===== src/rtl/pbus_pkg.sv =====
// pbus_pkg: shared constants for the peripheral/config bus master.
//   ST_*           FSM state encodings (IDLE, BUS, DONE, ERR)
//   PBUS_ADDR_W    byte address width inside the 4 KB config window
//   PBUS_ERR_DATA  read data returned when a SYNC transfer times out
package pbus_pkg;

  localparam logic [1:0] ST_IDLE = 2'd0;
  localparam logic [1:0] ST_BUS  = 2'd1;
  localparam logic [1:0] ST_DONE = 2'd2;
  localparam logic [1:0] ST_ERR  = 2'd3;

  localparam int         PBUS_ADDR_W   = 12;
  localparam logic [7:0] PBUS_ERR_DATA = 8'hFF;

endpackage


===== src/rtl/pbus_master_if.sv =====
// pbus_master_if: Wishbone classic signals of the peripheral bus.
//   master modport: drives WB_ADRo/WB_DATo/WB_WEo/WB_CYCo/WB_STBo,
//                   receives WB_DATi/WB_ACKi
//   slave modport : the mirror image
interface pbus_master_if
  import pbus_pkg::*;
#(
  parameter int ADDR_W = PBUS_ADDR_W
);

  logic [ADDR_W-1:0] WB_ADRo;
  logic [7:0]        WB_DATo;
  logic [7:0]        WB_DATi;
  logic              WB_WEo;
  logic              WB_CYCo;
  logic              WB_STBo;
  logic              WB_ACKi;

  modport master (
    output WB_ADRo, WB_DATo, WB_WEo, WB_CYCo, WB_STBo,
    input  WB_DATi, WB_ACKi
  );

  modport slave (
    input  WB_ADRo, WB_DATo, WB_WEo, WB_CYCo, WB_STBo,
    output WB_DATi, WB_ACKi
  );

endinterface


===== src/rtl/pbus_wait_timer.sv =====
// pbus_wait_timer: 8-bit loadable down-counter shared by the ASYNC wait
// count and the SYNC ACK timeout.
//   clk, rst : clock, asynchronous active-high reset
//   load     : load 'value' into the counter (has priority over dec)
//   value    : load value
//   dec      : decrement by one (saturates at zero)
//   zero     : counter currently equals zero
module pbus_wait_timer (
  input  logic       clk,
  input  logic       rst,
  input  logic       load,
  input  logic [7:0] value,
  input  logic       dec,
  output logic       zero
);

  logic [7:0] cnt_q, cnt_d;

  always_comb begin
    cnt_d = cnt_q;
    if (load) begin
      cnt_d = value;
    end else if (dec && (cnt_q != 8'd0)) begin
      cnt_d = cnt_q - 8'd1;
    end
  end

  always_ff @(posedge clk or posedge rst) begin
    if (rst) begin
      cnt_q <= 8'd0;
    end else begin
      cnt_q <= cnt_d;
    end
  end

  assign zero = (cnt_q == 8'd0);

endmodule


===== src/rtl/pbus_master.sv =====
// pbus_master: turns a single-cycle core load/store request into one
// Wishbone classic cycle on the 8-bit peripheral/config bus.
//   clk, rst         : clock, asynchronous active-high reset
//   SYNC_MODE        : 1 = finish on WB_ACKi (with timeout), 0 = fixed wait
//   ASYNC_WAITCYCLE  : extra strobe cycles in ASYNC mode
//   cpu_req/we/addr/wdata : request strobe and payload (sampled in IDLE only)
//   cpu_rdata        : read data, held until the next completion
//   cpu_done/cpu_err : one-cycle success / timeout completion pulses
//   cpu_busy         : high from acceptance until completion
//   wb               : Wishbone master port
// Every output comes straight from a flop.
//
// state | meaning
// IDLE  | waiting for cpu_req
// BUS   | CYC/STB asserted, counting wait cycles or waiting for ACK
// DONE  | one-cycle cpu_done pulse
// ERR   | one-cycle cpu_err pulse after SYNC timeout
module pbus_master
  import pbus_pkg::*;
#(
  parameter int         ADDR_W   = PBUS_ADDR_W,
  parameter int         TIMEOUT  = 255,
  parameter logic [7:0] ERR_DATA = PBUS_ERR_DATA
) (
  input  logic              clk,
  input  logic              rst,
  input  logic              SYNC_MODE,
  input  logic [6:0]        ASYNC_WAITCYCLE,
  input  logic              cpu_req,
  input  logic              cpu_we,
  input  logic [ADDR_W-1:0] cpu_addr,
  input  logic [7:0]        cpu_wdata,
  output logic [7:0]        cpu_rdata,
  output logic              cpu_done,
  output logic              cpu_err,
  output logic              cpu_busy,
  pbus_master_if.master     wb
);

  // Counter runs TIMEOUT-1 .. 0 so STB stays high for exactly TIMEOUT cycles.
  localparam logic [7:0] TO_LOAD = 8'(TIMEOUT - 1);

  logic [1:0]        state_q, state_d;
  logic              mode_q, mode_d;
  logic [ADDR_W-1:0] adr_q, adr_d;
  logic [7:0]        dat_q, dat_d;
  logic              we_q, we_d;
  logic [7:0]        rdata_q, rdata_d;
  logic              cyc_q, cyc_d;
  logic              busy_q, busy_d;
  logic              done_q, done_d;
  logic              err_q, err_d;

  logic              tmr_load;
  logic [7:0]        tmr_val;
  logic              tmr_dec;
  logic              tmr_zero;

  pbus_wait_timer u_timer (
    .clk   (clk),
    .rst   (rst),
    .load  (tmr_load),
    .value (tmr_val),
    .dec   (tmr_dec),
    .zero  (tmr_zero)
  );

  always_comb begin
    state_d  = state_q;
    mode_d   = mode_q;
    adr_d    = adr_q;
    dat_d    = dat_q;
    we_d     = we_q;
    rdata_d  = rdata_q;
    cyc_d    = 1'b0;
    busy_d   = 1'b0;
    done_d   = 1'b0;
    err_d    = 1'b0;
    tmr_load = 1'b0;
    tmr_val  = TO_LOAD;
    tmr_dec  = 1'b0;

    case (state_q)
      ST_IDLE: begin
        if (cpu_req) begin
          adr_d    = cpu_addr;
          dat_d    = cpu_wdata;
          we_d     = cpu_we;
          mode_d   = SYNC_MODE;
          tmr_load = 1'b1;
          tmr_val  = SYNC_MODE ? TO_LOAD : {1'b0, ASYNC_WAITCYCLE};
          cyc_d    = 1'b1;
          busy_d   = 1'b1;
          state_d  = ST_BUS;
        end
      end
      ST_BUS: begin
        // ACK is checked before the timeout so a coincident ACK still succeeds.
        if ((mode_q && wb.WB_ACKi) || (!mode_q && tmr_zero)) begin
          if (!we_q) rdata_d = wb.WB_DATi;
          done_d  = 1'b1;
          state_d = ST_DONE;
        end else if (mode_q && tmr_zero) begin
          if (!we_q) rdata_d = ERR_DATA;
          err_d   = 1'b1;
          state_d = ST_ERR;
        end else begin
          tmr_dec = 1'b1;
          cyc_d   = 1'b1;
          busy_d  = 1'b1;
        end
      end
      ST_DONE, ST_ERR: begin
        state_d = ST_IDLE;
      end
      default: begin
        state_d = ST_IDLE;
      end
    endcase
  end

  always_ff @(posedge clk or posedge rst) begin
    if (rst) begin
      state_q <= ST_IDLE;
      mode_q  <= 1'b0;
      adr_q   <= '0;
      dat_q   <= 8'd0;
      we_q    <= 1'b0;
      rdata_q <= 8'd0;
      cyc_q   <= 1'b0;
      busy_q  <= 1'b0;
      done_q  <= 1'b0;
      err_q   <= 1'b0;
    end else begin
      state_q <= state_d;
      mode_q  <= mode_d;
      adr_q   <= adr_d;
      dat_q   <= dat_d;
      we_q    <= we_d;
      rdata_q <= rdata_d;
      cyc_q   <= cyc_d;
      busy_q  <= busy_d;
      done_q  <= done_d;
      err_q   <= err_d;
    end
  end

  assign wb.WB_ADRo = adr_q;
  assign wb.WB_DATo = dat_q;
  assign wb.WB_WEo  = we_q;
  assign wb.WB_CYCo = cyc_q;
  assign wb.WB_STBo = cyc_q;
  assign cpu_rdata  = rdata_q;
  assign cpu_done   = done_q;
  assign cpu_err    = err_q;
  assign cpu_busy   = busy_q;

endmodule

===== src/flat_wrapper.sv =====
// flat-port wrapper written by rule: the top's interface ports become plain ports
module pbus_master_flat import pbus_pkg::*;
#(
  parameter int         ADDR_W   = PBUS_ADDR_W,
  parameter int         TIMEOUT  = 255,
  parameter logic [7:0] ERR_DATA = PBUS_ERR_DATA
)
  (clk, rst, SYNC_MODE, ASYNC_WAITCYCLE, cpu_req, cpu_we, cpu_addr, cpu_wdata, cpu_rdata, cpu_done, cpu_err, cpu_busy, wb_WB_ADRo, wb_WB_DATo, wb_WB_WEo, wb_WB_CYCo, wb_WB_STBo, wb_WB_DATi, wb_WB_ACKi);
  pbus_master_if #(.ADDR_W(ADDR_W)) wb_i ();
  input  logic clk;
  input  logic rst;
  input  logic SYNC_MODE;
  input  logic [6:0] ASYNC_WAITCYCLE;
  input  logic cpu_req;
  input  logic cpu_we;
  input  logic [ADDR_W-1:0] cpu_addr;
  input  logic [7:0] cpu_wdata;
  output logic [7:0] cpu_rdata;
  output logic cpu_done;
  output logic cpu_err;
  output logic cpu_busy;
  output wire logic [$bits(wb_i.WB_ADRo)-1:0] wb_WB_ADRo;
  output wire logic [$bits(wb_i.WB_DATo)-1:0] wb_WB_DATo;
  output wire logic [$bits(wb_i.WB_WEo)-1:0] wb_WB_WEo;
  output wire logic [$bits(wb_i.WB_CYCo)-1:0] wb_WB_CYCo;
  output wire logic [$bits(wb_i.WB_STBo)-1:0] wb_WB_STBo;
  input wire logic [$bits(wb_i.WB_DATi)-1:0] wb_WB_DATi;
  input wire logic [$bits(wb_i.WB_ACKi)-1:0] wb_WB_ACKi;
  assign wb_WB_ADRo = wb_i.WB_ADRo;
  assign wb_WB_DATo = wb_i.WB_DATo;
  assign wb_WB_WEo = wb_i.WB_WEo;
  assign wb_WB_CYCo = wb_i.WB_CYCo;
  assign wb_WB_STBo = wb_i.WB_STBo;
  assign wb_i.WB_DATi = wb_WB_DATi;
  assign wb_i.WB_ACKi = wb_WB_ACKi;
  pbus_master #(.ADDR_W(ADDR_W), .TIMEOUT(TIMEOUT), .ERR_DATA(ERR_DATA)) u_core (.clk(clk), .rst(rst), .SYNC_MODE(SYNC_MODE), .ASYNC_WAITCYCLE(ASYNC_WAITCYCLE), .cpu_req(cpu_req), .cpu_we(cpu_we), .cpu_addr(cpu_addr), .cpu_wdata(cpu_wdata), .cpu_rdata(cpu_rdata), .cpu_done(cpu_done), .cpu_err(cpu_err), .cpu_busy(cpu_busy), .wb(wb_i));
endmodule

===== config.mk =====
export PLATFORM = sky130hd
export DESIGN_NAME = pbus_master_flat
export DESIGN_NICKNAME = d
export VERILOG_FILES = /design/src/rtl/pbus_pkg.sv /design/src/rtl/pbus_master_if.sv /design/src/rtl/pbus_wait_timer.sv /design/src/rtl/pbus_master.sv /design/src/flat_wrapper.sv
export SDC_FILE = /design/constraint.sdc
export NUM_CORES = 1
export LEC_CHECK = 0
export CORE_AREA = 8 8 77 79
export CTS_BUF_LIST = sky130_fd_sc_hd__clkbuf_4 sky130_fd_sc_hd__clkbuf_8
export DETAILED_ROUTE_END_ITERATION = 10
export DIE_AREA = 0 0 85 87
export DONT_BUFFER_PORTS = 1
export GPL_ROUTABILITY_DRIVEN = 1
export MAX_ROUTING_LAYER = met4
export PLACE_DENSITY_LB_ADDON = 0.05
export SETUP_SLACK_MARGIN = 0.02
export SYNTH_ARGS = -nofsm -noshare
export SYNTH_HDL_FRONTEND = slang
export SYNTH_SLANG_ARGS = --single-unit

===== constraint.sdc =====
create_clock -name clk -period 4.55 [get_ports clk]
set_input_delay 0.6825 -clock clk [delete_from_list [all_inputs] [get_ports clk]]
set_output_delay 0.6825 -clock clk [all_outputs]
set_load 0.02 [all_outputs]

==> run metrics <==
status complete, no violations; cell family with most CP delay simple AND/OR/NAND/NOR gates; critical path arrival 2.21 ns; busiest layer in global routing met2; Slew Limit Fails 0; Die Span X 85 um; Worst path max stage delay 0.48 ns; CP Class flip-flop to flip-flop; dominant synthesized flop cell dfrtp_1; Compound-Gate Fraction of Synth Area 0.1236; Routed wire per std cell 17.11 um; cell with the most instances after synthesis nand2_1; worst hold path type input port to asynchronous set/reset pin; Final Hold Fails 0; Non-Filler Instances 243; Final GP Congestion 0.7268; unrepaired setup endpoints after global routing false; Fin Clk Skew 0.01131 ns; Antenna Cells 0; fin area 2006 um^2; Seq/Total Area, Yosys 0.5838; FF+latch count, synth 43; Post-DP HPWL 3014 um; Initial Util 0.3802; Worst Setup End Kind flip-flop; CTS max path bufs 2; # rows 26; Post-synth EDFFs 0; crit path cell chain inv_1 > ha_1 > or3b_1 > o31ai_2 > nand2_2 > o22a_1; post-CTS sizing 0; CP startpoint kind flip-flop; Tot Pwr 1.557 mW; Die Ht 87 um; Worst VDD drop 0.3089 mV; # hold bufs at CTS 0; DRT Wirelength 4158 um; M3 GR Usage 0.05189; setup TNS 0 ns; Final setup violation count 0; Remaining DRCs 0; Max Cap Viol 0; Pleak 0.9044 nW; CTS root buf clkbuf_8; nets 228; Cell Area, Placed 1891 um^2; Final ANT Viol Nets 0; Post-Syn Area 1843 um^2; initial antenna violation count 0; GRT met1 Usage 0.1336; worst skew pair latency 0.30 ns; fraction of layout cells with a size suffix above 1 0.09626; first-pass iteration count of the detailed router 3; critical path buffer and inverter count 1; top post-synthesis cells by count nand2_1 (70), dfrtp_1 (43), o22a_1 (9), nor3_1 (6); Slew @ Worst Pin 1.158 ns; via count 1290; vias in the first global route 1413; asr flop ratio synth 1.000; CP max stage cell or3b_1; post-synth top area share 0.5838; Synth Area per Inst 9.909 um^2; main area contributors after synthesis dfrtp_1 (58%), nand2_1 (14%), o22a_1 (4.3%); GRT overflow 0; Required @ worst endpoint 4.74 ns; GRT Total Usage 0.1236; critical path depth 6; die area 7395 um^2; leading area contributor after synthesis dfrtp_1; final period utilization 0.4429; post-CTS setup buffer count 0; post-synthesis mux area share 0.005431; largest net degree at the start of global routing 44; XOR/XNOR Fraction of Synth Area 0.009504; Inst Count DP 235; Fmax 496.2 MHz; largest family of logic cells by synthesized area simple AND/OR/NAND/NOR gates; GRT met2 Usage 0.2024; Avg Vias per Cell 5.309; synth warn 0; Max FO, Critical Path 8; Max-slew headroom 0.2260; Mapped Cells 186; clk sinks 43; Post-Synth Adder-Cell Area 0.006789; total CTS buffers 5; Layout Area Growth over Synthesis 8.825%; TritonCTS clock tree done; minimum clock period 2.015 ns; IO buf count 0; reg2reg path depth 6; first-pass GRT wire length 6996 um; clock slew at reported path FFs 0.09 ns; Filler Cells Inserted 499; Core ar. 4847 um^2; library cells used by synthesis 38; Simple-Gate Fraction of Synth Area 0.2417; I/O pins 75; H-tree depth 2; syn nets 228; power per cell area 776.3 nW/um^2; Iteration-0 DRC Markers 49
cell usage in the layout (no fill, tap or decap), types with 2 or more instances in the layout:
| cell type | count |
|---|---|
| nor3_1 | 6 |
| clkbuf_8 | 5 |
| a31oi_1 | 2 |
| o31a_1 | 4 |
| o21ai_0 | 5 |
| buf_4 | 2 |
| or4_1 | 3 |
| nand2_1 | 70 |
| nand2b_1 | 2 |
| xnor2_1 | 2 |
| nor2_1 | 5 |
| dfrtp_1 | 43 |
| o22a_1 | 9 |
| a21oi_1 | 2 |
| inv_1 | 2 |
stage by stage:
step	worst slack, ns	hold slack (ns)	utilization
6_report	2.535	0.3971	0.4138
5_1_grt	2.353	0.4205	0.4138
4_1_cts	2.505	0.4126	0.4138
3_5_place_dp	2.413	0.5261	0.3900
3_3_place_gp	2.493	0.5246	0.3900
2_1_floorplan	2.763	0.4845	-
flip-flops by register name, summed over array words and instances, names as in the netlist:
register and count:
u_core.wb.WB_WEo 1, u_core.cpu_rdata 8, u_core.wb.WB_CYCo 1, u_core.wb.WB_DATo 8, u_core.cpu_done 1, u_core.state_q 2
u_core.wb.WB_ADRo 12, u_core.u_timer.cnt_q 8, u_core.mode_q 1, u_core.cpu_err 1
metal layers:
metal / share of wire / vias up
met5: 0 / -
met4: 0.013 / 0
met3: 0.089 / 5
met2: 0.46 / 45
met1: 0.44 / 616
li1: - / 624
final cells by class:
cell class              instances  area, um^2  area share
multi-input cells             131       718.2      0.3581
clock inverters                 3       46.29     0.02308
clock buffers                   5       68.82     0.03431
flip-flops and latches         43        1076      0.5365
well taps                      56       70.07     0.03493
inverters                       3       11.26    0.005614
repair buffers                  2       15.01    0.007486
worst reg2reg max path: stages, from the launching register on:
cell	delay, ns
dfrtp_1	0.37
inv_1	0.10
ha_1	0.22
or3b_1	0.48
o31ai_2	0.36
nand2_2	0.18
o22a_1	0.21
worst paths after layout:
kind | startpoint | to | slack (ns)
max in group asynchronous | rst | u_core.wb.WB_CYCo | 3.78
setup / recovery | u_core.u_timer.cnt_q[0] | u_core.cpu_rdata[7] | 2.53
setup reg to reg | u_core.u_timer.cnt_q[0] | u_core.cpu_rdata[7] | 2.53
min in group clk | wb_WB_ACKi | u_core.cpu_err | 0.44
hold reg to reg | u_core.u_timer.cnt_q[4] | u_core.u_timer.cnt_q[4] | 0.54
hold / removal | rst | u_core.wb.WB_ADRo[0] | 0.40
logic make-up (layout without fill, tap and decap cells):
| group | count (synthesis) | after routing |
|---|---|---|
| buf+inv | 12 | 13 |
| simple gates | 99 | 99 |
| compound gates | 28 | 28 |
| flops | 43 | 43 |
| mux | 1 | 1 |
| xor+xnor | 2 | 2 |
| fa+ha+maj | 1 | 1 |
power breakdown:
part           switching [mW]  internal, mW
Combinational           0.215         0.170
Sequential              0.313         0.557
Clock                   0.137         0.165
Total                   0.665         0.892
No activity file was read; power rests on OpenSTA's default activity.
